$ cat src/rtl/scan_mem_reg_resp_if.sv
// Scan access bus plus memory port bundle for scan_mem_reg_resp.
// slave  : the responder (scan_mem_reg_resp) view.
// master : the environment view (scan request controller and memory side).
interface scan_mem_reg_resp_if;
  // scan request / response
  logic        scan_wen;
  logic        scan_ren;
  logic [13:0] scan_addr;
  logic [31:0] scan_wdata;
  logic [31:0] scan_rdata;
  logic        scan_ready;
  // variable-latency memory port
  logic        mem_req;
  logic        mem_we;
  logic [12:0] mem_addr;
  logic [31:0] mem_wdata;
  logic        mem_gnt;
  logic        mem_rvalid;
  logic [31:0] mem_rdata;

  modport slave (
    input  scan_wen, scan_ren, scan_addr, scan_wdata,
    output scan_rdata, scan_ready,
    output mem_req, mem_we, mem_addr, mem_wdata,
    input  mem_gnt, mem_rvalid, mem_rdata
  );

  modport master (
    output scan_wen, scan_ren, scan_addr, scan_wdata,
    input  scan_rdata, scan_ready,
    input  mem_req, mem_we, mem_addr, mem_wdata,
    output mem_gnt, mem_rvalid, mem_rdata
  );
endinterface

$ cat src/rtl/scan_mem_reg_resp.sv
// scan_mem_reg_resp: responder end of the scan access path.
// Decodes a 14-bit scan address into a local 32-bit register bank
// (addr[13]=0) or a variable-latency memory port (addr[13]=1) and returns
// exactly one scan_ready pulse per accepted request. Requests that arrive
// while a transaction (or its ready pulse) is in flight are dropped and
// flagged in the sticky err_drop.
// Optional feature: define SCAN_RESP_TIMEOUT_EN to add a memory
// transaction timeout (TIMEOUT cycles, reply 32'hDEAD_BEEF on reads).
module scan_mem_reg_resp #(
  parameter int NREG    = 16,
  parameter int TIMEOUT = 255
) (
  input  logic                 clk,
  input  logic                 rst_n,
  scan_mem_reg_resp_if.slave   bus,
  input  logic                 i_err_clr,
  output logic [NREG*32-1:0]   o_reg_q,
  output logic                 o_err_drop,
  output logic                 o_err_timeout
);

  localparam int IW = (NREG > 1) ? $clog2(NREG) : 1;

  typedef enum logic [1:0] {
    IDLE     = 2'd0,
    REG_RESP = 2'd1,
    MEM_REQ  = 2'd2,
    MEM_WAIT = 2'd3
  } state_t;

  state_t      r_state;
  logic        r_ready;
  logic [31:0] r_rdata;
  logic        r_mem_req;
  logic        r_mem_we;
  logic [12:0] r_mem_addr;
  logic [31:0] r_mem_wdata;
  logic        r_err_drop;

  logic        w_req;
  logic        w_accept;
  logic        w_drop;
  logic [31:0] w_off;
  logic        w_in_range;
  logic [IW-1:0] w_idx;
  logic        w_reg_we;
  logic [31:0] w_reg_rd;
  logic [31:0] w_regs [NREG];
  logic        w_to_fire;

  // A request is only taken in IDLE and not during the cycle the previous
  // ready pulse is out (memory completions return straight to IDLE).
  assign w_req      = bus.scan_wen | bus.scan_ren;
  assign w_accept   = w_req && (r_state == IDLE) && !r_ready;
  assign w_drop     = w_req && !w_accept;
  assign w_off      = {19'd0, bus.scan_addr[12:0]};
  assign w_in_range = (w_off < 32'(NREG));
  assign w_idx      = bus.scan_addr[IW-1:0];
  assign w_reg_we   = w_accept && bus.scan_wen && !bus.scan_addr[13] && w_in_range;
  assign w_reg_rd   = w_in_range ? w_regs[w_idx] : 32'd0;

  // Register bank: one flop row per register, exported flat on o_reg_q.
  generate
    for (genvar gi = 0; gi < NREG; gi++) begin : g_reg
      logic [31:0] r_q;
      // Register gi takes the write data when an in-range write hits it.
      always_ff @(posedge clk or negedge rst_n) begin
        if (!rst_n) begin
          r_q <= 32'd0;
        end else if (w_reg_we && (w_idx == IW'(gi))) begin
          r_q <= bus.scan_wdata;
        end
      end
      assign w_regs[gi]             = r_q;
      assign o_reg_q[gi*32 +: 32]   = r_q;
    end
  endgenerate

`ifdef SCAN_RESP_TIMEOUT_EN
  logic [15:0] r_cnt;
  logic        r_err_timeout;
  logic        w_to_hit;

  // The count reaches TIMEOUT at the edge where it would step past TIMEOUT-1;
  // a grant/rvalid in that same cycle takes precedence over the timeout.
  assign w_to_hit  = (r_cnt == 16'(TIMEOUT - 1));
  assign w_to_fire = w_to_hit &&
                     (((r_state == MEM_REQ)  && !bus.mem_gnt) ||
                      ((r_state == MEM_WAIT) && !bus.mem_rvalid));

  // Cycle counter for the current memory transaction.
  always_ff @(posedge clk or negedge rst_n) begin
    if (!rst_n) begin
      r_cnt <= 16'd0;
    end else if (w_accept && bus.scan_addr[13]) begin
      r_cnt <= 16'd0;
    end else if ((r_state == MEM_REQ) || (r_state == MEM_WAIT)) begin
      r_cnt <= r_cnt + 16'd1;
    end
  end

  // Sticky timeout flag; a set beats a clear in the same cycle.
  always_ff @(posedge clk or negedge rst_n) begin
    if (!rst_n) begin
      r_err_timeout <= 1'b0;
    end else if (w_to_fire) begin
      r_err_timeout <= 1'b1;
    end else if (i_err_clr) begin
      r_err_timeout <= 1'b0;
    end
  end

  assign o_err_timeout = r_err_timeout;
`else
  assign w_to_fire     = 1'b0;
  assign o_err_timeout = 1'b0;
`endif

  // Main FSM: accepts requests, drives the memory port, produces ready/rdata.
  always_ff @(posedge clk or negedge rst_n) begin
    if (!rst_n) begin
      r_state     <= IDLE;
      r_ready     <= 1'b0;
      r_rdata     <= 32'd0;
      r_mem_req   <= 1'b0;
      r_mem_we    <= 1'b0;
      r_mem_addr  <= 13'd0;
      r_mem_wdata <= 32'd0;
    end else begin
      r_ready <= 1'b0;
      case (r_state)
        IDLE: begin
          if (w_accept) begin
            if (!bus.scan_addr[13]) begin
              // Register access completes in one cycle.
              r_state <= REG_RESP;
              r_ready <= 1'b1;
              if (!bus.scan_wen) begin
                r_rdata <= w_reg_rd;
              end
            end else begin
              r_state     <= MEM_REQ;
              r_mem_req   <= 1'b1;
              r_mem_we    <= bus.scan_wen;
              r_mem_addr  <= bus.scan_addr[12:0];
              r_mem_wdata <= bus.scan_wdata;
            end
          end
        end
        REG_RESP: begin
          r_state <= IDLE;
        end
        MEM_REQ: begin
          if (bus.mem_gnt) begin
            r_mem_req <= 1'b0;
            if (r_mem_we) begin
              r_ready <= 1'b1;
              r_state <= IDLE;
            end else begin
              r_state <= MEM_WAIT;
            end
          end else if (w_to_fire) begin
            r_mem_req <= 1'b0;
            r_ready   <= 1'b1;
            r_state   <= IDLE;
            if (!r_mem_we) begin
              r_rdata <= 32'hDEAD_BEEF;
            end
          end
        end
        MEM_WAIT: begin
          if (bus.mem_rvalid) begin
            r_rdata <= bus.mem_rdata;
            r_ready <= 1'b1;
            r_state <= IDLE;
          end else if (w_to_fire) begin
            r_rdata <= 32'hDEAD_BEEF;
            r_ready <= 1'b1;
            r_state <= IDLE;
          end
        end
        default: begin
          r_state <= IDLE;
        end
      endcase
    end
  end

  // Sticky drop flag; a set beats a clear in the same cycle.
  always_ff @(posedge clk or negedge rst_n) begin
    if (!rst_n) begin
      r_err_drop <= 1'b0;
    end else if (w_drop) begin
      r_err_drop <= 1'b1;
    end else if (i_err_clr) begin
      r_err_drop <= 1'b0;
    end
  end

  assign bus.scan_ready = r_ready;
  assign bus.scan_rdata = r_rdata;
  assign bus.mem_req    = r_mem_req;
  assign bus.mem_we     = r_mem_we;
  assign bus.mem_addr   = r_mem_addr;
  assign bus.mem_wdata  = r_mem_wdata;
  assign o_err_drop     = r_err_drop;

endmodule

$ cat src/flat_wrapper.sv
// flat-port wrapper written by rule: the top's interface ports become plain ports
module scan_mem_reg_resp_flat 
#(
  parameter int NREG    = 16,
  parameter int TIMEOUT = 255
)
  (clk, rst_n, i_err_clr, o_reg_q, o_err_drop, o_err_timeout, bus_scan_wen, bus_scan_ren, bus_scan_addr, bus_scan_wdata, bus_scan_rdata, bus_scan_ready, bus_mem_req, bus_mem_we, bus_mem_addr, bus_mem_wdata, bus_mem_gnt, bus_mem_rvalid, bus_mem_rdata);
  scan_mem_reg_resp_if bus_i ();
  input  logic clk;
  input  logic rst_n;
  input  logic i_err_clr;
  output logic [NREG*32-1:0] o_reg_q;
  output logic o_err_drop;
  output logic o_err_timeout;
  input wire logic [$bits(bus_i.scan_wen)-1:0] bus_scan_wen;
  input wire logic [$bits(bus_i.scan_ren)-1:0] bus_scan_ren;
  input wire logic [$bits(bus_i.scan_addr)-1:0] bus_scan_addr;
  input wire logic [$bits(bus_i.scan_wdata)-1:0] bus_scan_wdata;
  output wire logic [$bits(bus_i.scan_rdata)-1:0] bus_scan_rdata;
  output wire logic [$bits(bus_i.scan_ready)-1:0] bus_scan_ready;
  output wire logic [$bits(bus_i.mem_req)-1:0] bus_mem_req;
  output wire logic [$bits(bus_i.mem_we)-1:0] bus_mem_we;
  output wire logic [$bits(bus_i.mem_addr)-1:0] bus_mem_addr;
  output wire logic [$bits(bus_i.mem_wdata)-1:0] bus_mem_wdata;
  input wire logic [$bits(bus_i.mem_gnt)-1:0] bus_mem_gnt;
  input wire logic [$bits(bus_i.mem_rvalid)-1:0] bus_mem_rvalid;
  input wire logic [$bits(bus_i.mem_rdata)-1:0] bus_mem_rdata;
  assign bus_i.scan_wen = bus_scan_wen;
  assign bus_i.scan_ren = bus_scan_ren;
  assign bus_i.scan_addr = bus_scan_addr;
  assign bus_i.scan_wdata = bus_scan_wdata;
  assign bus_scan_rdata = bus_i.scan_rdata;
  assign bus_scan_ready = bus_i.scan_ready;
  assign bus_mem_req = bus_i.mem_req;
  assign bus_mem_we = bus_i.mem_we;
  assign bus_mem_addr = bus_i.mem_addr;
  assign bus_mem_wdata = bus_i.mem_wdata;
  assign bus_i.mem_gnt = bus_mem_gnt;
  assign bus_i.mem_rvalid = bus_mem_rvalid;
  assign bus_i.mem_rdata = bus_mem_rdata;
  scan_mem_reg_resp #(.NREG(NREG), .TIMEOUT(TIMEOUT)) u_core (.clk(clk), .rst_n(rst_n), .bus(bus_i), .i_err_clr(i_err_clr), .o_reg_q(o_reg_q), .o_err_drop(o_err_drop), .o_err_timeout(o_err_timeout));
endmodule
$ cat config.mk
export PLATFORM = sky130hd
export DESIGN_NAME = scan_mem_reg_resp_flat
export DESIGN_NICKNAME = d
export VERILOG_FILES = /design/src/rtl/scan_mem_reg_resp_if.sv /design/src/rtl/scan_mem_reg_resp.sv /design/src/flat_wrapper.sv
export SDC_FILE = /design/constraint.sdc
export NUM_CORES = 1
export LEC_CHECK = 0
export BUFFER_PORTS_ARGS = -buffer_cell sky130_fd_sc_hd__buf_2
export CELL_PAD_IN_SITES_DETAIL_PLACEMENT = 1
export CELL_PAD_IN_SITES_GLOBAL_PLACEMENT = 1
export CORE_AREA = 2 2 265 267
export DETAILED_ROUTE_END_ITERATION = 6
export DIE_AREA = 0 0 267 269
export PLACE_DENSITY_LB_ADDON = 0.1
export SYNTH_ARGS = -nofsm -noshare
export SYNTH_HDL_FRONTEND = slang
export SYNTH_SLANG_ARGS = --single-unit
$ cat constraint.sdc
create_clock -name clk -period 3.1 [get_ports clk]
set_input_delay 0.62 -clock clk [delete_from_list [all_inputs] [get_ports clk]]
set_output_delay 0.62 -clock clk [all_outputs]
set_load 0.02 [all_outputs]
==> results by group, run 1 <==
Synth
  – Syn Area/Cell: 16.2 sq um
  – Synth Area in XOR/XNOR: 0%
  – Top cells by area, synth: dfrtp_1 (56%), mux2_2 (22%), mux4_2 (11%)
  – Post-synthesis sequential area ratio: 55.8%
  – Synth Area in Compound Gates: approximately 1.3%
  – Share of the synthesized area in the top cell type: between 50% and 60%
  – Cell taking the most area after synthesis: dfrtp_1
  – Synthesized flop and latch total: 595
  – Async SR Flop Fraction: between 90% and 100%
  – Cells after Synth: about 1700
  – Adder-cell area share of the yosys netlist: 0%
  – Mux contribution to synthesized area: a little under two fifths
  – Dominant synthesized flop cell: dfrtp_1
  – Synth Area in Simple Gates: under 10%
  – Yosys Warn Count: 0
  – Synth Net Count: between 1500 and 2000
  – Synth unique cells: 40
  – EDFF count, synth: 0
  – Largest family of logic cells by synthesized area: multiplexers
  – Cell Area, Synth: between 20000 and 30000 sq um

Worst setup path
  – Setup Crit Path Kind: register to register
  – CP startpoint kind: register
  – Slowest stage delay, CP: around 0.67 ns
  – Worst path top cell family by delay: simple AND/OR/NAND/NOR gates
  – CP Launch Point: u_core.bus.scan_ready
  – Reg2reg start: u_core.bus.scan_ready
  – Critical path peak fanout: 14
  – Arr. time, crit path: ~3.1 ns
  – Worst Path Buf+Inv: 2
  – Top cell by count, worst path: buf_4
  – Critical-path top delay cell: or4_2
  – Worst EP required: about 3.6 ns
  – Critical Path, Cell by Cell: nor3_1 > nand4_1 > buf_4 > or4_2 > buf_4 > mux2_1
  – Setup crit end kind: register

Placement
  – Post-DP Area: roughly 32000 sq um
  – Placed Cells: 3202
  – GP Congestion: 0.855
  – Buffers on Ports: just under 700
  – Hpwl dp: a little over 70 mm

Detailed routing
  – Vias per Instance: 5.53
  – DRC viols: 0
  – Via count: around 18000
  – Drt pass-1 iters: 5
  – WL/cell: around 30 microns
  – Drt initial violations: 1096
  – WL final: roughly 100 mm
  – Detail Route Antenna Nets: 0

Die
  – I/O Pins: 679
  – Core Region: 69300 sq um
  – # rows: 97
  – Die height: roughly 270 microns
  – Die width: about 270 microns
  – Initial Utilization: approximately 39%
  – Die area: slightly above 70000 sq um

Timing
  – Final Hold Fails: 0
  – WHS: around 0.23 ns
  – Worst slew margin: between 50% and 60%
  – RSZ-0062 raised after global routing: false
  – Setup TNS: 0 ns
  – Max Clock Skew: about 0.011 ns
  – Maximum clock rate: around 370 MHz
  – Tmin final: around 2.7 ns
  – Worst Tran Pin Value: 0.698 ns
  – Pins over their slew limit: 0
  – Fin crit share: between 80% and 90%
  – Final setup viols: 0

Finish
  – Commonest non-fill, non-tap cell in the layout: buf_2
  – Final instance area: 33800 sq um
  – Area Growth Syn to Fin: 26.7%
  – Fillers: a little under 7000
  – Share of cells above drive strength 1: about 64%
  – Most frequent cells in the layout: buf_2 (673), dfrtp_1 (593), mux2_2 (520)
  – Post-Layout Cell Count: about 3300
  – Fin nets: 2419

CTS
  – Worst-path clk slew: about 0.060 ns
  – TritonCTS Sinks: ~600
  – Root Buffer: clkbuf_16
  – Post-CTS setup buffer count: 0
  – TritonCTS clock tree: done
  – Post-CTS resize count: 0
  – CTS Buf Count: 69
  – CTS Hold Bufs: 1
  – H-Tree Depth: 3
  – Clock latency on the worst-skew pair: ~0.6 ns
  – Maximum clock path buffer count: 3

Power and ir drop
  – Power Dens Cells: a little under 600 nW/um^2
  – NetSw: approximately 5600 uW
  – Sequential power share: between 40% and 50%
  – Internal: ~14000 uW
  – Logic pwr share: 16.0%
  – Clk pwr share: between 40% and 50%
  – Sw frac: between 20% and 30%
  – Worst IR Drop VDD: roughly 0.00046 V
  – LEAKAGE: roughly 0.018 uW

Global routing
  – Grt ovf: 0
  – GRT Overall Usage: approximately 28%
  – Largest net degree at the start of global routing: 70
  – First-pass GRT wire length: 146 mm
  – Initial antenna violation count: 4
  – Vias in the first global route: between 15000 and 20000

Hold path
  – Worst min path class: input port to register
  – Hold path start: i_err_clr

Job
  – Max-cap violations: 0

Status
  – Status: finished, final reports clean
-- kinds of logic (layout without fill, tap and decap cells) --
logic type / Yosys count / in the layout
AO/OA/AOI/OAI: 40 / 40
buffers and inverters: 148 / 876
flip-flops: 595 / 595
multiplexers: 780 / 780
other: 1 / 2
AND/OR/NAND/NOR: 87 / 87
-- cell usage after synthesis (all sizes together) (2+ instances only) --
| cell | number |
|---|---|
| nor4 | 7 |
| nand4 | 2 |
| nor2 | 7 |
| nor3 | 15 |
| nand3 | 2 |
| nor2b | 2 |
| and2 | 2 |
| clkbuf | 72 |
| o22ai | 2 |
| mux2i | 94 |
| and3 | 33 |
| nand2b | 4 |
| inv | 2 |
| mux2 | 558 |
| dfrtp | 595 |
| buf | 74 |
| o221ai | 32 |
| nand2 | 7 |
| mux4 | 128 |
-- path summary, 6_finish.rpt --
path	cells past startpoint	end	slack, ns
setup / recovery	6	u_core.g_reg[0].r_q[6]	0.43
hold / removal	2	u_core.o_err_drop	0.23
setup reg to reg	6	u_core.g_reg[0].r_q[6]	0.43
hold reg to reg	1	u_core.bus.mem_wdata[24]	0.50
max in group asynchronous	4	u_core.g_reg[7].r_q[9]	1.44
min in group asynchronous	2	u_core.bus.mem_addr[9]	0.56
-- metrics by stage --
stage               setup WS (ns)  total power, uW  util (%)
CTS                         0.450            19900      48.8
global route                0.344            20500      48.8
floorplan                   0.726            10400         -
global placement           0.0689            11800      45.6
detailed placement         0.0219            11800      45.6
finish                      0.430            19700      48.8
-- layer usage --
metal  GRT usage, %  up-vias  part of all wire, %
li1               -     7568                    -
met1           35.7     9988                   40
met2           47.0      625                   50
met3           7.34      156                  6.8
met4           9.60        6                  3.1
met5              0        -                0.040
-- worst reg2reg max path, cell delays in order (launching register included) --
cell and delay [ns]:
dfrtp_1 0.43, nor3_1 0.37, nand4_1 0.25, buf_4 0.23, or4_2 0.67, buf_4 0.25, mux2_1 0.33
-- area by class of cell --
cell class                      instances  area [sq um]  area share, %
Sequential cell                       595         14900           44.0
Inverter                                2          7.51         0.0222
Clock buffer                           99          2030           6.01
Clock inverter                         17           163          0.481
Tap cell                              940          1180           3.48
Timing Repair Buffer                  758          4380           12.9
Antenna cell                            1          2.50        0.00740
Multi-Input combinational cell        908         11200           33.0
-- power by group through the flow --
stage	clock, uW	sequential [uW]	combinational (uW)
3_3_place_gp	0	8650	3120
4_1_cts	8240	8530	3180
5_1_grt	8560	8590	3340
2_1_floorplan	0	9230	1130
3_5_place_dp	0	8670	3160
6_report	8040	8530	3150
-- flip-flops by register name, summed over array words and instances (netlist names) --
name and flops:
u_core.bus.scan_ready 1, u_core.g.r_q 512, u_core.bus.mem_addr 13, u_core.bus.mem_we 1, u_core.r_state 2, u_core.bus.mem_wdata 32
u_core.bus.scan_rdata 32, u_core.o_err_drop 1, u_core.bus.mem_req 1
Note: power is estimated with default switching activity, not from simulation.
==> run 2: changes to the inputs <==
--- a/config.mk
+++ b/config.mk
@@ -8,9 +8,9 @@
 export BUFFER_PORTS_ARGS = -buffer_cell sky130_fd_sc_hd__buf_2
 export CELL_PAD_IN_SITES_DETAIL_PLACEMENT = 1
 export CELL_PAD_IN_SITES_GLOBAL_PLACEMENT = 1
-export CORE_AREA = 2 2 265 267
+export CORE_MARGIN = 2
+export CORE_UTILIZATION = 40
 export DETAILED_ROUTE_END_ITERATION = 6
-export DIE_AREA = 0 0 267 269
 export PLACE_DENSITY_LB_ADDON = 0.1
 export SYNTH_ARGS = -nofsm -noshare
 export SYNTH_HDL_FRONTEND = slang
==> constraint.sdc (replaced) <==
create_clock -name clk -period 2.25 [get_ports clk]
set_input_delay 0.45 -clock clk [delete_from_list [all_inputs] [get_ports clk]]
set_output_delay 0.45 -clock clk [all_outputs]
set_load 0.02 [all_outputs]
==> run 2 against run 1 <==
- the flow now finishes with violations (setup timing)
- combinational power grew 55%
- largest power group unchanged
- hold slack got worse by 0.17 ns
- global-route usage increased by 1.8 points
- wire length increased by 10%
- sequential power up 38%
- final cell count increased by 0.81%
- setup slack worse by 0.49 ns
- critical path depth up 3
- fmax up 15%
- largest cell class unchanged
==> results by group, run 2 (synthesis gave the netlist of run 1 again) <==
Global routing
  – Largest net degree at the start of global routing: around 90
  – Initial antenna violation count: 4
  – Vias in the first global route: about 20000
  – Grt ovf: 0
  – GRT Overall Usage: 29.9%
  – First-pass GRT wire length: about 150 mm

Finish
  – Commonest non-fill, non-tap cell in the layout: buf_2
  – Fillers: between 6000 and 7000
  – Multi-input logic area: approximately 12000 sq um
  – Area Growth Syn to Fin: 37.1%
  – Share of cells above drive strength 1: around 67%
  – Largest register FFs: between 500 and 600
  – Biggest register: u_core.g.r_q
  – Reg area: 14900 sq um
  – Most frequent cells in the layout: buf_2 (673), dfrtp_1 (593), mux2_2 (328)
  – Fin nets: approximately 2500
  – Post-Route Utilization: between 50 and 60%

Status
  – Failing checks: setup timing
  – Status: complete, but fails checks

Die
  – Core Region: ~66000 sq um
  – Initial Utilization: 40.5%
  – Die area: between 60000 and 70000 sq um
  – Die width: about 260 microns
  – Die height: ~260 microns
  – I/O Pins: 679
  – # rows: 94

Timing
  – Tmin final: about 2.3 ns
  – PnR worst setup slack: -0.0617 ns
  – Final Hold Fails: 0
  – Worst Tran Pin Value: ~0.8 ns
  – Max Clock Skew: 0.0158 ns
  – Fin crit share: 103%
  – Worst slew margin: 45.1%
  – Setup TNS: -4.84 ns
  – Final setup viols: slightly above 200
  – Maximum clock rate: 433 MHz
  – Pins over their slew limit: 0
  – RSZ-0062 raised after global routing: true

Worst setup path
  – Critical-path top delay cell: dfrtp_2
  – Slowest stage delay, CP: approximately 0.43 ns
  – Arr. time, crit path: 2.79 ns
  – CP startpoint kind: register
  – Setup crit end kind: register
  – Worst R2R End: u_core.g_reg[8].r_q[28]
  – Top cell by count, worst path: buf_12
  – R2r setup slk: -0.06 ns
  – R2R cell count: 9
  – Worst EP required: approximately 2.7 ns
  – Reg2reg start: u_core.r_state[0]
  – Setup Crit Path Kind: register to register
  – Critical Path, Cell by Cell: buf_6 > nor3b_4 > nand4_2 > buf_12 > buf_12 > nor3_4 > buf_12 > clkbuf_16 > mux2_2
  – Critical path peak fanout: 7

Power and ir drop
  – Internal: about 20000 uW
  – Sequential power share: around 41%
  – Logic pwr share: 17.2%
  – Worst IR Drop VDD: 0.000639 V
  – Sw frac: 28.5%
  – Design Power: ~28000 uW
  – LEAKAGE: slightly below 0.02 uW
  – Clk pwr share: between 40% and 50%
  – NetSw: 8110 uW
  – Power Dens Cells: approximately 780 nW/um^2

Detailed routing
  – WL final: about 110 mm
  – Vias per Instance: about 5.7
  – DRC viols: 0
  – Via count: 19100
  – Drt pass-1 iters: 5
  – Detail Route Antenna Nets: 0
  – Drt initial violations: 1303
  – WL/cell: roughly 33 microns

Hold path
  – Worst min path class: input port to register
  – WHS Endpoint: u_core.o_err_drop
  – Hold path start: i_err_clr
  – WHS Path Cells: 2

CTS
  – Maximum clock path buffer count: 3
  – TritonCTS clock tree: done
  – H-Tree Depth: 3
  – Clock latency on the worst-skew pair: approximately 0.6 ns
  – Worst-path clk slew: about 0.060 ns
  – Root Buffer: clkbuf_16
  – CTS Buf Count: 69
  – TritonCTS Sinks: 595

Placement
  – Hpwl dp: slightly above 70 mm
  – GP Congestion: roughly 0.85
  – Buffers on Ports: between 600 and 700

Job
  – Max-cap violations: 0
[run 2: per-stage QoR]
stage          area [sq um]  hold WS, ns  setup WS [ns]  std cells
2_1_floorplan         26700        0.154         0.0401       1651
3_3_place_gp          31900        0.389         -0.832       3153
3_5_place_dp          31900        0.390         -0.743       3153
4_1_cts               35000       0.0406        -0.0462       3309
5_1_grt               36600       0.0556         -0.125       3344
6_report              36600       0.0654        -0.0617       3347
[run 2: area by class of cell]
type	instances	share of cell area, %
clock inverters	26	0.920
well taps	864	2.95
flip-flops and latches	595	40.7
diodes	4	0.0274
repair buffers	847	16.8
clock buffers	101	5.60
inverters	2	0.0205
multi-input cells	908	33.0
[run 2: power by group through the flow]
stage | clock network (uW) | registers (uW) | logic [uW]
global route | 12400 | 11900 | 5140
global placement | 0 | 11900 | 4340
finish | 11800 | 11800 | 4890
floorplan | 0 | 12700 | 1560
detailed placement | 0 | 12000 | 4410
CTS | 12000 | 11800 | 4500
[run 2: worst max-delay path by stage]
stage,start,end,cells past startpoint
3_5_place_dp,bus_scan_addr[13],u_core.g_reg[0].r_q[6],8
4_1_cts,u_core.r_state[0],u_core.g_reg[1].r_q[15],8
6_report,u_core.r_state[0],u_core.g_reg[8].r_q[28],9
3_3_place_gp,bus_scan_addr[13],u_core.g_reg[0].r_q[6],8
2_1_floorplan,u_core.bus.scan_ready,u_core.g_reg[4].r_q[21],6
5_1_grt,u_core.r_state[0],u_core.g_reg[8].r_q[28],9
[run 2: timing repair]
action / in CTS / in global routing
setup buffers: 19 / 14
gates cloned: 10 / 22
hold buffers: 1 / 0
gates resized for setup: 63 / 242
endpoints found under the setup margin: 492 / 422
pin swaps: 11 / 7
hold endpoints to repair: 35 / 0
[run 2: routing by layer]
metal  share of wire [%]  global-route usage (%)
met5               0.023                       0
met4                 3.2                    10.2
met3                 6.9                    7.69
met2                  49                    50.4
met1                  41                    37.5
[run 2: worst max-delay path, delay by kind of cell (launching register included)]
kind          cells  cell delay [ns]
buf+inv           5             0.86
simple gates      3             0.54
flops             1             0.43
mux               1             0.34
==> run 3: changes to the inputs <==
--- a/config.mk
+++ b/config.mk
@@ -8,10 +8,13 @@
 export BUFFER_PORTS_ARGS = -buffer_cell sky130_fd_sc_hd__buf_2
 export CELL_PAD_IN_SITES_DETAIL_PLACEMENT = 1
 export CELL_PAD_IN_SITES_GLOBAL_PLACEMENT = 1
-export CORE_MARGIN = 2
-export CORE_UTILIZATION = 40
+export CORE_AREA = 2 2 266 268
+export CTS_BUF_LIST = sky130_fd_sc_hd__clkbuf_4
 export DETAILED_ROUTE_END_ITERATION = 6
+export DIE_AREA = 0 0 268 270
+export MAX_ROUTING_LAYER = met4
 export PLACE_DENSITY_LB_ADDON = 0.1
 export SYNTH_ARGS = -nofsm -noshare
 export SYNTH_HDL_FRONTEND = slang
 export SYNTH_SLANG_ARGS = --single-unit
+export TNS_END_PERCENT = 100
==> run 3 against run 2 <==
- combinational power is 1% lower
- non-clock buffer count is 90 higher
- fmax is 3.2% lower
- highest routed layer is now met4
- critical path depth stayed put
- sequential share of layout area is 0.83 points lower
- the run still ends with setup timing left
- power is 5.9% lower
==> results by group, run 3 (synthesis gave the netlist of run 1 again) <==
Detailed routing
  – Vias per Instance: 5.43
  – Drt pass-1 iters: 5
  – WL final: about 110 mm
  – Drt initial violations: approximately 1200
  – WL/cell: about 31 microns
  – Detail Route Antenna Nets: 0
  – Via count: about 20000
  – DRC viols: 0

CTS
  – Clock latency on the worst-skew pair: just over 1 ns
  – H-Tree Depth: 4
  – Root Buffer: clkbuf_4
  – TritonCTS Sinks: roughly 600
  – Worst-path clk slew: 0.07 ns
  – CTS Buf Count: between 150 and 200
  – TritonCTS clock tree: done
  – Maximum clock path buffer count: 3

Power and ir drop
  – LEAKAGE: 0.0198 uW
  – Power Dens Cells: roughly 720 nW/um^2
  – Sequential power share: between 40% and 50%
  – Clk pwr share: between 30% and 40%
  – Sw frac: between 30% and 40%
  – Internal: roughly 19000 uW
  – NetSw: between 8000 and 9000 uW
  – Logic pwr share: 18.0%
  – Worst IR Drop VDD: about 0.00055 V

Timing
  – Fin crit share: 106%
  – Worst slew margin: between 50% and 60%
  – Worst Tran Pin Value: ~0.63 ns
  – Maximum clock rate: roughly 420 MHz
  – Final setup viols: around 340
  – WHS: 0.150 ns
  – Final Hold Fails: 0
  – Pins over their slew limit: 0
  – RSZ-0062 raised after global routing: true
  – Tmin final: approximately 2.4 ns
  – Max Clock Skew: about 0.07 ns
  – PnR worst setup slack: -0.138 ns

Job
  – Max-cap violations: 0

Worst setup path
  – Setup crit end kind: register
  – Worst EP required: between 3 and 4 ns
  – R2r setup slk: -0.14 ns
  – Critical path peak fanout: 7
  – Arr. time, crit path: roughly 3.2 ns
  – Setup Crit Path Kind: register to register
  – CP startpoint kind: register

Global routing
  – First-pass GRT wire length: about 150 mm
  – Grt met2 use: just under 50%
  – Initial antenna violation count: 3
  – GRT met3 Usage: under 10%
  – Vias in the first global route: around 21000
  – Grt ovf: 0
  – Met1 Usage GRT: between 30% and 40%
  – GRT Overall Usage: ~30%
  – Largest net degree at the start of global routing: 75
  – Most used routing layer: met2

Placement
  – DP Worst Slack: -0.491 ns
  – Post-DP Area: 32100 sq um
  – GP Congestion: ~0.85
  – Hpwl dp: 74.2 mm
  – Buffers on Ports: between 600 and 700

Finish
  – Most frequent cells in the layout: buf_2 (673), dfrtp_1 (592), mux2_2 (309)
  – Commonest non-fill, non-tap cell in the layout: buf_2
  – Largest register FFs: 512
  – Fin nets: 2694
  – Final instance area: between 30000 and 40000 sq um
  – Fillers: 7007
  – Biggest register: u_core.g.r_q
  – Area Growth Syn to Fin: 40.0%
  – Share of cells above drive strength 1: around 67%

Die
  – Die area: 72400 sq um
  – Die width: approximately 270 microns
  – I/O Pins: approximately 680
  – # rows: 97
  – Core Region: slightly below 70000 sq um
  – Initial Utilization: around two fifths
  – Die height: around 270 microns

Status
  – Status: complete, but fails checks
  – Failing checks: setup timing

Hold path
  – Worst min path class: input port to asynchronous set/reset pin
run 3: changes by cell type in the layout (fill, tap and decap cells not counted), sizes merged, moves of 2 or more:
cell / delta
clkbuf: +150
dlygate4sd3: +89
bufinv: -4
clkinv: +4
buf: +3
clkinvlp: +3
diode: +2
run 3: per-stage QoR:
| stage | util [%] | cells | setup TNS, ns | power (uW) |
|---|---|---|---|---|
| after detailed placement | 46.2 | 3236 | -160.76 | 16500 |
| after global placement | 46.2 | 3236 | -167.23 | 16400 |
| after floorplan | - | 1651 | 0 | 14300 |
| after global routing | 53.7 | 3667 | -34.68 | 28000 |
| after CTS | 51.1 | 3622 | -2.67 | 27000 |
| final | 53.7 | 3670 | -16.64 | 26800 |
run 3: path summary, 6_finish.rpt:
path,startpoint,end,cells past startpoint
worst max-delay path,u_core.r_state[1],u_core.g_reg[10].r_q[23],9
worst min register to register,u_core.bus.mem_addr[4],u_core.bus.mem_addr[4],1
min in group clk,bus_scan_addr[0],u_core.g_reg[0].r_q[6],5
worst max register to register,u_core.r_state[1],u_core.g_reg[10].r_q[23],9
worst min-delay path,rst_n,u_core.bus.mem_addr[9],3
max in group asynchronous,rst_n,u_core.g_reg[10].r_q[8],4
run 3: power groups by stage:
stage / Clock [uW] / Combinational [uW] / Sequential (uW)
2_1_floorplan: 0 / 1560 / 12700
3_3_place_gp: 0 / 4430 / 11900
3_5_place_dp: 0 / 4490 / 12000
4_1_cts: 10500 / 4740 / 11800
5_1_grt: 11000 / 5090 / 11900
6_report: 10200 / 4840 / 11800
run 3: layout make-up:
cell class	count	area, sq um	area share [%]
clock buffers	252	1890	5.06
repair buffers	937	7040	18.8
well taps	940	1180	3.15
diodes	6	15.0	0.0402
inverters	2	7.51	0.0201
flip-flops and latches	595	14900	39.9
multi-input cells	908	12100	32.4
clock inverters	30	236	0.633
run 3: critical path: stages, from the launching register on:
cell and delay, ns:
dfrtp_2 0.42, buf_6 0.13, nor3b_4 0.19, nand4_2 0.15
buf_12 0.19, clkbuf_16 0.18, nor3_4 0.22, buf_12 0.20
clkbuf_16 0.19, mux2_2 0.34
run 3: metal layers:
metal | wire (microns) | vias up
met1 | 44600 | 10700
met2 | 56000 | 793
li1 | - | 8228
met5 | 0 | -
met4 | 4860 | 0
met3 | 7710 | 214
run 3: repair_timing:
action,in CTS,in global routing
pin swaps,7,11
setup buffers,9,20
hold endpoints to repair,1152,0
gates cloned,4,24
gates resized for setup,45,293
endpoints found under the setup margin,475,356
hold buffers,91,0
